File: src/rtl/railway_pkg.sv
// Shared encodings for the track-side sensor front-end: occupancy states and fault causes.
package railway_pkg;

  localparam int unsigned STATE_W = 2;
  localparam int unsigned CAUSE_W = 3;

  typedef enum logic [STATE_W-1:0] {
    OccClear    = 2'd0,
    OccOccupied = 2'd1,
    OccFault    = 2'd2
  } occ_state_t;

  localparam logic [CAUSE_W-1:0] FC_NONE           = 3'd0;
  localparam logic [CAUSE_W-1:0] FC_UNDERFLOW      = 3'd1;
  localparam logic [CAUSE_W-1:0] FC_OVERFLOW       = 3'd2;
  localparam logic [CAUSE_W-1:0] FC_TIMEOUT        = 3'd3;
  localparam logic [CAUSE_W-1:0] FC_STUCK_APPROACH = 3'd4;
  localparam logic [CAUSE_W-1:0] FC_STUCK_EXIT     = 3'd5;

endpackage

File: src/rtl/sensor_debounce.sv
// Two-flop synchroniser, counting debouncer and registered rising-edge pulse for one sensor.
module sensor_debounce #(
  parameter int unsigned DEBOUNCE_CYCLES = 16
) (
  input  logic clk,
  input  logic rst,
  input  logic raw,
  output logic level,
  output logic rise
);

  localparam int unsigned CNT_W = (DEBOUNCE_CYCLES > 1) ? $clog2(DEBOUNCE_CYCLES) : 1;

  logic             sync1_q, sync2_q;
  logic             level_q, level_d;
  logic             rise_q, rise_d;
  logic [CNT_W-1:0] cnt_q, cnt_d;

  // Count consecutive samples that disagree with the held level; any agreeing sample restarts.
  always_comb begin
    level_d = level_q;
    rise_d  = 1'b0;
    cnt_d   = '0;
    if (sync2_q != level_q) begin
      if (cnt_q == CNT_W'(DEBOUNCE_CYCLES - 1)) begin
        level_d = sync2_q;
        rise_d  = sync2_q;
      end else begin
        cnt_d = cnt_q + CNT_W'(1);
      end
    end
  end

  always_ff @(posedge clk or posedge rst) begin
    if (rst) begin
      sync1_q <= 1'b0;
      sync2_q <= 1'b0;
      level_q <= 1'b0;
      rise_q  <= 1'b0;
      cnt_q   <= '0;
    end else begin
      sync1_q <= raw;
      sync2_q <= sync1_q;
      level_q <= level_d;
      rise_q  <= rise_d;
      cnt_q   <= cnt_d;
    end
  end

  assign level = level_q;
  assign rise  = rise_q;

endmodule

File: src/rtl/train_sensor_frontend.sv
// Per-crossing axle counting, occupancy FSM, occupancy/stuck timers and fault latching.
module train_sensor_frontend
  import railway_pkg::*;
#(
  parameter int unsigned NUM_CROSSINGS   = 4,
  parameter int unsigned DEBOUNCE_CYCLES = 16,
  parameter int unsigned AXLE_CNT_W      = 8,
  parameter logic [23:0] TIMEOUT_CYCLES  = 24'd10_000_000,
  parameter logic [23:0] STUCK_CYCLES    = 24'd5_000_000
) (
  input  logic                                clk,
  input  logic                                rst,
  input  logic [NUM_CROSSINGS-1:0]            approach_raw,
  input  logic [NUM_CROSSINGS-1:0]            exit_raw,
  input  logic [NUM_CROSSINGS-1:0]            fault_clear,
  output logic [NUM_CROSSINGS-1:0]            train_detected,
  output logic [NUM_CROSSINGS-1:0]            train_exited,
  output logic [NUM_CROSSINGS-1:0]            sensor_health,
  output logic [NUM_CROSSINGS*STATE_W-1:0]    occ_states,
  output logic [NUM_CROSSINGS*AXLE_CNT_W-1:0] axle_counts,
  output logic [NUM_CROSSINGS*CAUSE_W-1:0]    fault_causes
);

  logic [NUM_CROSSINGS-1:0] app_level, app_rise, exit_level, exit_rise;

  for (genvar j = 0; j < NUM_CROSSINGS; j++) begin : g_xing
    sensor_debounce #(
      .DEBOUNCE_CYCLES(DEBOUNCE_CYCLES)
    ) u_app_db (
      .clk  (clk),
      .rst  (rst),
      .raw  (approach_raw[j]),
      .level(app_level[j]),
      .rise (app_rise[j])
    );

    sensor_debounce #(
      .DEBOUNCE_CYCLES(DEBOUNCE_CYCLES)
    ) u_exit_db (
      .clk  (clk),
      .rst  (rst),
      .raw  (exit_raw[j]),
      .level(exit_level[j]),
      .rise (exit_rise[j])
    );

    occ_state_t             state_q, state_d;
    logic [AXLE_CNT_W-1:0]  count_q, count_d;
    logic [CAUSE_W-1:0]     cause_q, cause_d;
    logic [23:0]            occ_tmr_q, occ_tmr_d;
    logic [23:0]            stuck_app_q, stuck_app_d;
    logic [23:0]            stuck_exit_q, stuck_exit_d;
    logic                   det_q, det_d;
    logic                   exited_q, exited_d;
    logic                   app_e, exit_e, any_e, both_e;
    logic [CAUSE_W-1:0]     fault;

    always_ff @(posedge clk or posedge rst) begin
      if (rst) begin
        state_q      <= OccClear;
        count_q      <= '0;
        cause_q      <= FC_NONE;
        occ_tmr_q    <= '0;
        stuck_app_q  <= '0;
        stuck_exit_q <= '0;
        det_q        <= 1'b0;
        exited_q     <= 1'b0;
      end else begin
        state_q      <= state_d;
        count_q      <= count_d;
        cause_q      <= cause_d;
        occ_tmr_q    <= occ_tmr_d;
        stuck_app_q  <= stuck_app_d;
        stuck_exit_q <= stuck_exit_d;
        det_q        <= det_d;
        exited_q     <= exited_d;
      end
    end

    always_comb begin
      app_e   = app_rise[j];
      exit_e  = exit_rise[j];
      any_e   = app_e | exit_e;
      both_e  = app_e & exit_e;
      state_d = state_q;
      count_d = count_q;
      cause_d = cause_q;
      fault   = FC_NONE;
      occ_tmr_d    = '0;
      stuck_app_d  = (state_q != OccFault && app_level[j])  ? stuck_app_q + 24'd1  : '0;
      stuck_exit_d = (state_q != OccFault && exit_level[j]) ? stuck_exit_q + 24'd1 : '0;

      case (state_q)
        OccClear: begin
          if (!both_e) begin
            if (app_e) begin
              state_d = OccOccupied;
              count_d = AXLE_CNT_W'(1);
            end else if (exit_e) begin
              fault = FC_UNDERFLOW;
            end
          end
        end
        OccOccupied: begin
          if (!any_e) occ_tmr_d = occ_tmr_q + 24'd1;
          if (!both_e) begin
            if (app_e) begin
              if (&count_q) fault = FC_OVERFLOW;
              else          count_d = count_q + AXLE_CNT_W'(1);
            end else if (exit_e) begin
              count_d = count_q - AXLE_CNT_W'(1);
              if (count_q == AXLE_CNT_W'(1)) state_d = OccClear;
            end
          end
          if (fault == FC_NONE && !any_e && occ_tmr_q == TIMEOUT_CYCLES - 24'd1) begin
            fault = FC_TIMEOUT;
          end
        end
        OccFault: begin
          if (fault_clear[j] && !app_level[j] && !exit_level[j]) begin
            state_d = OccClear;
            count_d = '0;
            cause_d = FC_NONE;
          end
        end
        default: state_d = OccClear;
      endcase

      // Stuck checks rank below every counting fault raised above.
      if (fault == FC_NONE && state_q != OccFault) begin
        if (app_level[j] && stuck_app_q == STUCK_CYCLES - 24'd1) begin
          fault = FC_STUCK_APPROACH;
        end else if (exit_level[j] && stuck_exit_q == STUCK_CYCLES - 24'd1) begin
          fault = FC_STUCK_EXIT;
        end
      end

      if (fault != FC_NONE) begin
        state_d = OccFault;
        count_d = count_q;
        cause_d = fault;
      end
    end

    // Pulses come only from the two ordinary transitions, never from fault entry or clear.
    always_comb begin
      det_d    = (state_q == OccClear) && (state_d == OccOccupied);
      exited_d = (state_q == OccOccupied) && (state_d == OccClear);
    end

    assign train_detected[j]                        = det_q;
    assign train_exited[j]                          = exited_q;
    assign sensor_health[j]                         = (state_q != OccFault);
    assign occ_states[j*STATE_W +: STATE_W]         = state_q;
    assign axle_counts[j*AXLE_CNT_W +: AXLE_CNT_W]  = count_q;
    assign fault_causes[j*CAUSE_W +: CAUSE_W]       = cause_q;
  end

endmodule

File: config.mk
export PLATFORM = sky130hd
export DESIGN_NAME = train_sensor_frontend
export DESIGN_NICKNAME = d
export VERILOG_FILES = /design/src/rtl/railway_pkg.sv /design/src/rtl/sensor_debounce.sv /design/src/rtl/train_sensor_frontend.sv
export SDC_FILE = /design/constraint.sdc
export NUM_CORES = 1
export LEC_CHECK = 0
export ABC_AREA = 1
export BUFFER_PORTS_ARGS = -buffer_cell sky130_fd_sc_hd__buf_2
export CORE_MARGIN = 4
export CORE_UTILIZATION = 45
export CTS_CLUSTER_SIZE = 14
export DETAILED_ROUTE_END_ITERATION = 8
export SYNTH_ARGS = -nofsm -noshare
export SYNTH_HDL_FRONTEND = slang
export SYNTH_SLANG_ARGS = --single-unit
File: constraint.sdc
create_clock -name clk -period 21.9 [get_ports clk]
set_clock_uncertainty 0.05 [all_clocks]
set_input_delay 3.285 -clock clk [delete_from_list [all_inputs] [get_ports clk]]
set_output_delay 3.285 -clock clk [all_outputs]
set_load 0.1 [all_outputs]
-- Word-level counts from Yosys, hierarchy flattened
Cells that the tools add are included.
- logic and storage cells: 468
- register bits: 412
- output and inout port bits: 64
- input bits: 14
- muxes and demuxes: 176
- reductions and logical operators: 108
- bitwise logic cells: 12
- add/subtract/negate cells: 28
- equality and inequality tests: 72
- operator list (cell ; number):
    $mux 24 ; 16
    $add 24x1->24 const B ; 12
    $mux 8 ; 28
    $eq 24x23->1 const B ; 8
    $eq 24x24->1 const B ; 4
    $mux 3 ; 32
    $pmux 8 s3 ; 4
    $mux 2 ; 44
    $mux 4 ; 16
    $reduce_and 8->1 ; 8
    $logic_and 1x1->1 ; 44
    $add 4x1->4 const B ; 8
    $add 8x1->8 const B ; 4
    $eq 4x4->1 const B ; 8
    $eq 8x1->1 const B ; 4
    $ne 2x2->1 const B ; 16
    $sub 8x1->8 const B ; 4
    $mux 1 ; 28
    $logic_not 3->1 ; 8
    $pmux 2 s3 ; 4
    $pmux 3 s2 ; 4
    $reduce_and 2->1 ; 12
    $reduce_bool 3->1 ; 8
    $eq 2x1->1 const B ; 8
    11 further kinds ; 64

-- Longest topological paths before layout
- depth in word-level cells: 17
- depth in mapped cells: 14
- gate-level depth less buffers: 13

-- Cells and area by module
Synthesis repeated with hierarchy kept, for this count alone.
- cell total of the unflattened synthesis: 2934
- area total of the unflattened synthesis: 22389.0 um2
- by module, submodules not included (module ; area each (um2) ; sequential area each (um2) ; times used ; cells an instance):
    train_sensor_frontend ; 19746.4 ; 8708.4 ; 1 ; 2662
    sensor_debounce ; 330.3 ; 200.2 ; 8 ; 34

-- Least setup slack after synthesis
OpenSTA, ideal clock, no wires.
- path kind: register to output
- from: register g_xing[2].state_q[0]
- to: output port sensor_health[2]
- cell stages (with the launch flop): 4
- arrival: 2.069 ns
- data required time: 18.565 ns
- buffers on the path: 0
- path slack: 16.496 ns
- cell sequence: dfrtp_1 inv_1 ha_1 inv_1
- word-level cells in the longest chain between the ends: 1
- ends and longest elaborated chain (item ; RTL line ; RTL):
    from (decl) ; train_sensor_frontend.sv:47 ; occ_state_t state_q, state_d;
    from (signal assigned) ; train_sensor_frontend.sv:60 ; state_q <= OccClear;
    from (signal assigned) ; train_sensor_frontend.sv:69 ; state_q <= state_d;
    $ne 2x2->1 ; train_sensor_frontend.sv:153 ; assign sensor_health[j] = (state_q != OccFault);
    to (decl) ; train_sensor_frontend.sv:18 ; output logic [NUM_CROSSINGS-1:0] sensor_health,
Every way passes these cells.

==> results.cfg <==
[run_status]
outcome = finished, final reports clean

[timing]
finalMaxSlewViolations = 0
relSlewSlack_pct = 34.2
rsz0062_at_grt = no
fmax_ghz = 0.168
period_share_pct = 27.2
fin_tns_setup_ps = 0
hold_viol_final = 0
fin_crit_ps = 5950
worstMarginPinSlew_ps = 983
setup_violations = 0

[drt]
drt_drc_violations_left = 0
via_per_inst = 5.19
avgRoutedWirePerCell_um = 13.8
vias = 19500
drt-total-wl_um = 51800
drt_pass1_iterations = 5
drt-initial-drc-count = 1443
antenna_left = 0

[power]
p_sw_share_pct = 25.1
peakVddDrop_mv = 0.0549
comb_power_share_pct = 7.9
p_seq_share_pct = 45.1
switchingPower_uw = 436
clockPowerShare_pct = 47.0
p_leak_nw = 11.1
p_per_area_mw_per_mm2 = 68.5
intPower_mw = 1.30

[logic_synthesis]
synthSimpleGateAreaFrac_pct = 32.1
yosys.area_share.xor_xnor_pct = 2.82
ys_seq_elements = 412
synthArstFlopShare_pct = 100
synth_ff_type = dfrtp_1
synth.area.mux_share_pct = 0.0884
syn_avg_cell_area_um2 = 7.65
syn_inst = 2963
synth-seq-area-share_pct = 45.5
netlist.area_leader.share_pct = 45.5
synth_edf_count = 0
yosys_warnings = 0
synth.distinct_cells = 59
synth_area_mm2 = 0.0227
synth_top_area_cell = dfrtp_1
synth_compound_area_share_pct = 9.45
synth_top_family_by_area = simple AND/OR/NAND/NOR gates
syn-num-nets = 3025
synthAdderAreaFrac_pct = 2.65
synth_top_cells_by_area = dfrtp_1 (46%), nand2_1 (9.9%), nor2_1 (7.5%)

[clock_network]
clkTransAtPathRegs_ps = 50
worstSkewPairLatency_ps = 570
numClockSinks = 412
tritoncts = done
ctsRootBufferMaster = clkbuf_16
htreeDepth = 2
numCtsBuffers = 47
cts_hold_buf = 0
cts_max_path_buffers = 3
cts_resized = 0
post_cts_buffers = 0

[placement]
numPortBuffers = 77
dp_cells = 3675
gp_congestion = 0.865
dp_hpwl_um = 37300

[final_layout]
layout_commonest_cell = nand2_1
num_antenna_cells = 0
areaGrowthSynthToFinish_pct = 11.9
stdcell_count = 3761
nNetsFinal = 3122
final_cell_mix = nand2_1 (598), nor2_1 (455), dfrtp_1 (412)
drive_gt1_share_pct = 8.46

[setup_path]
crit_path_frequent_cell = buf_4
r2r_end = g_xing[3].count_q[4]
r2r_start = g_xing[3].state_q[1]
critPathMaxFanout = 163
crit_chain = buf_2 -> inv_8 -> buf_4 -> buf_12 -> buf_4
worstPathArrival_ps = 6460
end_kind = async pin
critPathMaxStageDelay_ps = 870
rrSetupSlack_ps = 19050
slowest_stage = buf_4
r2r_cells = 12
cp.required_ps = 22410
critical_path_class = input pin to async pin
critPathLaunchType = input pin

[min_path]
hp-class = flop to flop
min_path_cells = 0
hold_start = g_xing[2].u_exit_db.sync1_q
worstHoldEndpoint = g_xing[2].u_exit_db.sync2_q

[die]
rows = 81
die_area_mm2 = 0.0540
start_util_pct = 45.9
ios = 78
core_area_mm2 = 0.0494
fp.dieW_um = 232
die_h_um = 232

[global_route]
grt_pass1_vias = 18900
antenna_found_initial = 0
grt_use_total_pct = 19.5
grt_max_degree = 164
grt_pass1_wl_um = 89600
overflow = 0

[job]
cap_violations = 0
[synth_stat cells, types with 3 or more instances]
| cell type | number |
|---|---|
| nor3_4 | 4 |
| nor3_1 | 139 |
| or2_2 | 13 |
| xnor2_1 | 17 |
| dfrtp_1 | 412 |
| a31oi_1 | 15 |
| clkbuf_1 | 13 |
| nor3b_1 | 7 |
| and3_1 | 9 |
| and2_1 | 5 |
| clkinv_1 | 3 |
| ha_1 | 48 |
| a211oi_1 | 5 |
| xor2_1 | 56 |
| inv_1 | 367 |
| nand2_2 | 9 |
| buf_6 | 4 |
| nor3_2 | 10 |
| nand2_1 | 598 |
| nand3_1 | 211 |
| nand4_1 | 83 |
| nor4_1 | 28 |
| a21oi_2 | 3 |
| o21ai_0 | 138 |
| a21oi_1 | 177 |
| inv_2 | 11 |
| o21ai_1 | 3 |
| o211a_1 | 4 |
| nor2_2 | 22 |
| nor2_4 | 7 |
| buf_2 | 6 |
| o21a_1 | 26 |
| nor2_1 | 455 |
| nand3b_1 | 7 |
| buf_4 | 12 |
[per-stage QoR]
| step | util [%] | hold WS [ps] | total power, mW | setup slack, ps | instance area, µm² |
|---|---|---|---|---|---|
| after floorplan | - | 281 | 0.906 | 7100 | 22700 |
| after global placement | 48.1 | 288 | 0.934 | 15140 | 23700 |
| after detailed placement | 48.1 | 287 | 0.936 | 15080 | 23700 |
| after CTS | 51.4 | 301 | 1.77 | 15710 | 25400 |
| after global routing | 51.4 | 310 | 1.82 | 15320 | 25400 |
| final | 51.4 | 299 | 1.74 | 15950 | 25400 |
[layer usage]
metal,wire (µm),vias up,global-route usage [%]
li1,-,9888,-
met1,24500,9197,27.1
met2,24000,357,31.8
met3,2210,77,2.85
met4,1050,0,5.47
met5,0,-,0
[how the worst max path moves through the flow]
stage | startpoint | slack [ps] | end | depth (start not counted)
floorplan | rst | 7100 | g_xing[0].cause_q[0] | 1
global placement | rst | 15140 | g_xing[2].stuck_exit_q[16] | 5
finish | rst | 15950 | g_xing[3].count_q[5] | 5
detailed placement | rst | 15080 | g_xing[2].stuck_app_q[3] | 5
global route | rst | 15320 | g_xing[2].stuck_exit_q[17] | 5
CTS | rst | 15710 | g_xing[2].stuck_exit_q[20] | 5
[critical path: cells and delay by family]
kind / cells / cell delay [ps]
buf+inv: 5 / 3000
[cells by family (layout without fill, tap and decap cells)]
group | count (synthesis) | in the layout
and+or+nand+nor | 1619 | 1619
buffers and inverters | 422 | 556
DFF | 412 | 412
AOI/OAI and AO/OA | 387 | 387
xor gates and xnor gates | 73 | 73
adders and majority gates | 48 | 48
muxes | 2 | 2
[sequential cells by signal, summed over array words and instances (netlist names), 8 cells and up]
name                    cells
g_xing.u_app_db.cnt_q      16
g_xing.occ_tmr_q           96
g_xing.stuck_exit_q        96
g_xing.u_exit_db.cnt_q     16
g_xing.state_q              8
g_xing.cause_q             12
g_xing.count_q             32
g_xing.stuck_app_q         96
[power groups by stage]
| stage | clock, mW | combinational, mW | sequential [mW] |
|---|---|---|---|
| after CTS | 0.846 | 0.139 | 0.784 |
| after detailed placement | 0 | 0.139 | 0.797 |
| final | 0.817 | 0.137 | 0.783 |
| after global routing | 0.878 | 0.153 | 0.785 |
| after global placement | 0 | 0.137 | 0.797 |
| after floorplan | 0 | 0.0679 | 0.838 |
[area by class of cell]
class	count	area (µm²)
clock buffers	66	1380
flip-flops and latches	412	10300
inverters	384	1460
well taps	664	831
fillers	4778	24000
multi-input cells	2129	10700
clock inverters	20	248
repair buffers	86	465
Power figures use the tool's default switching activity.
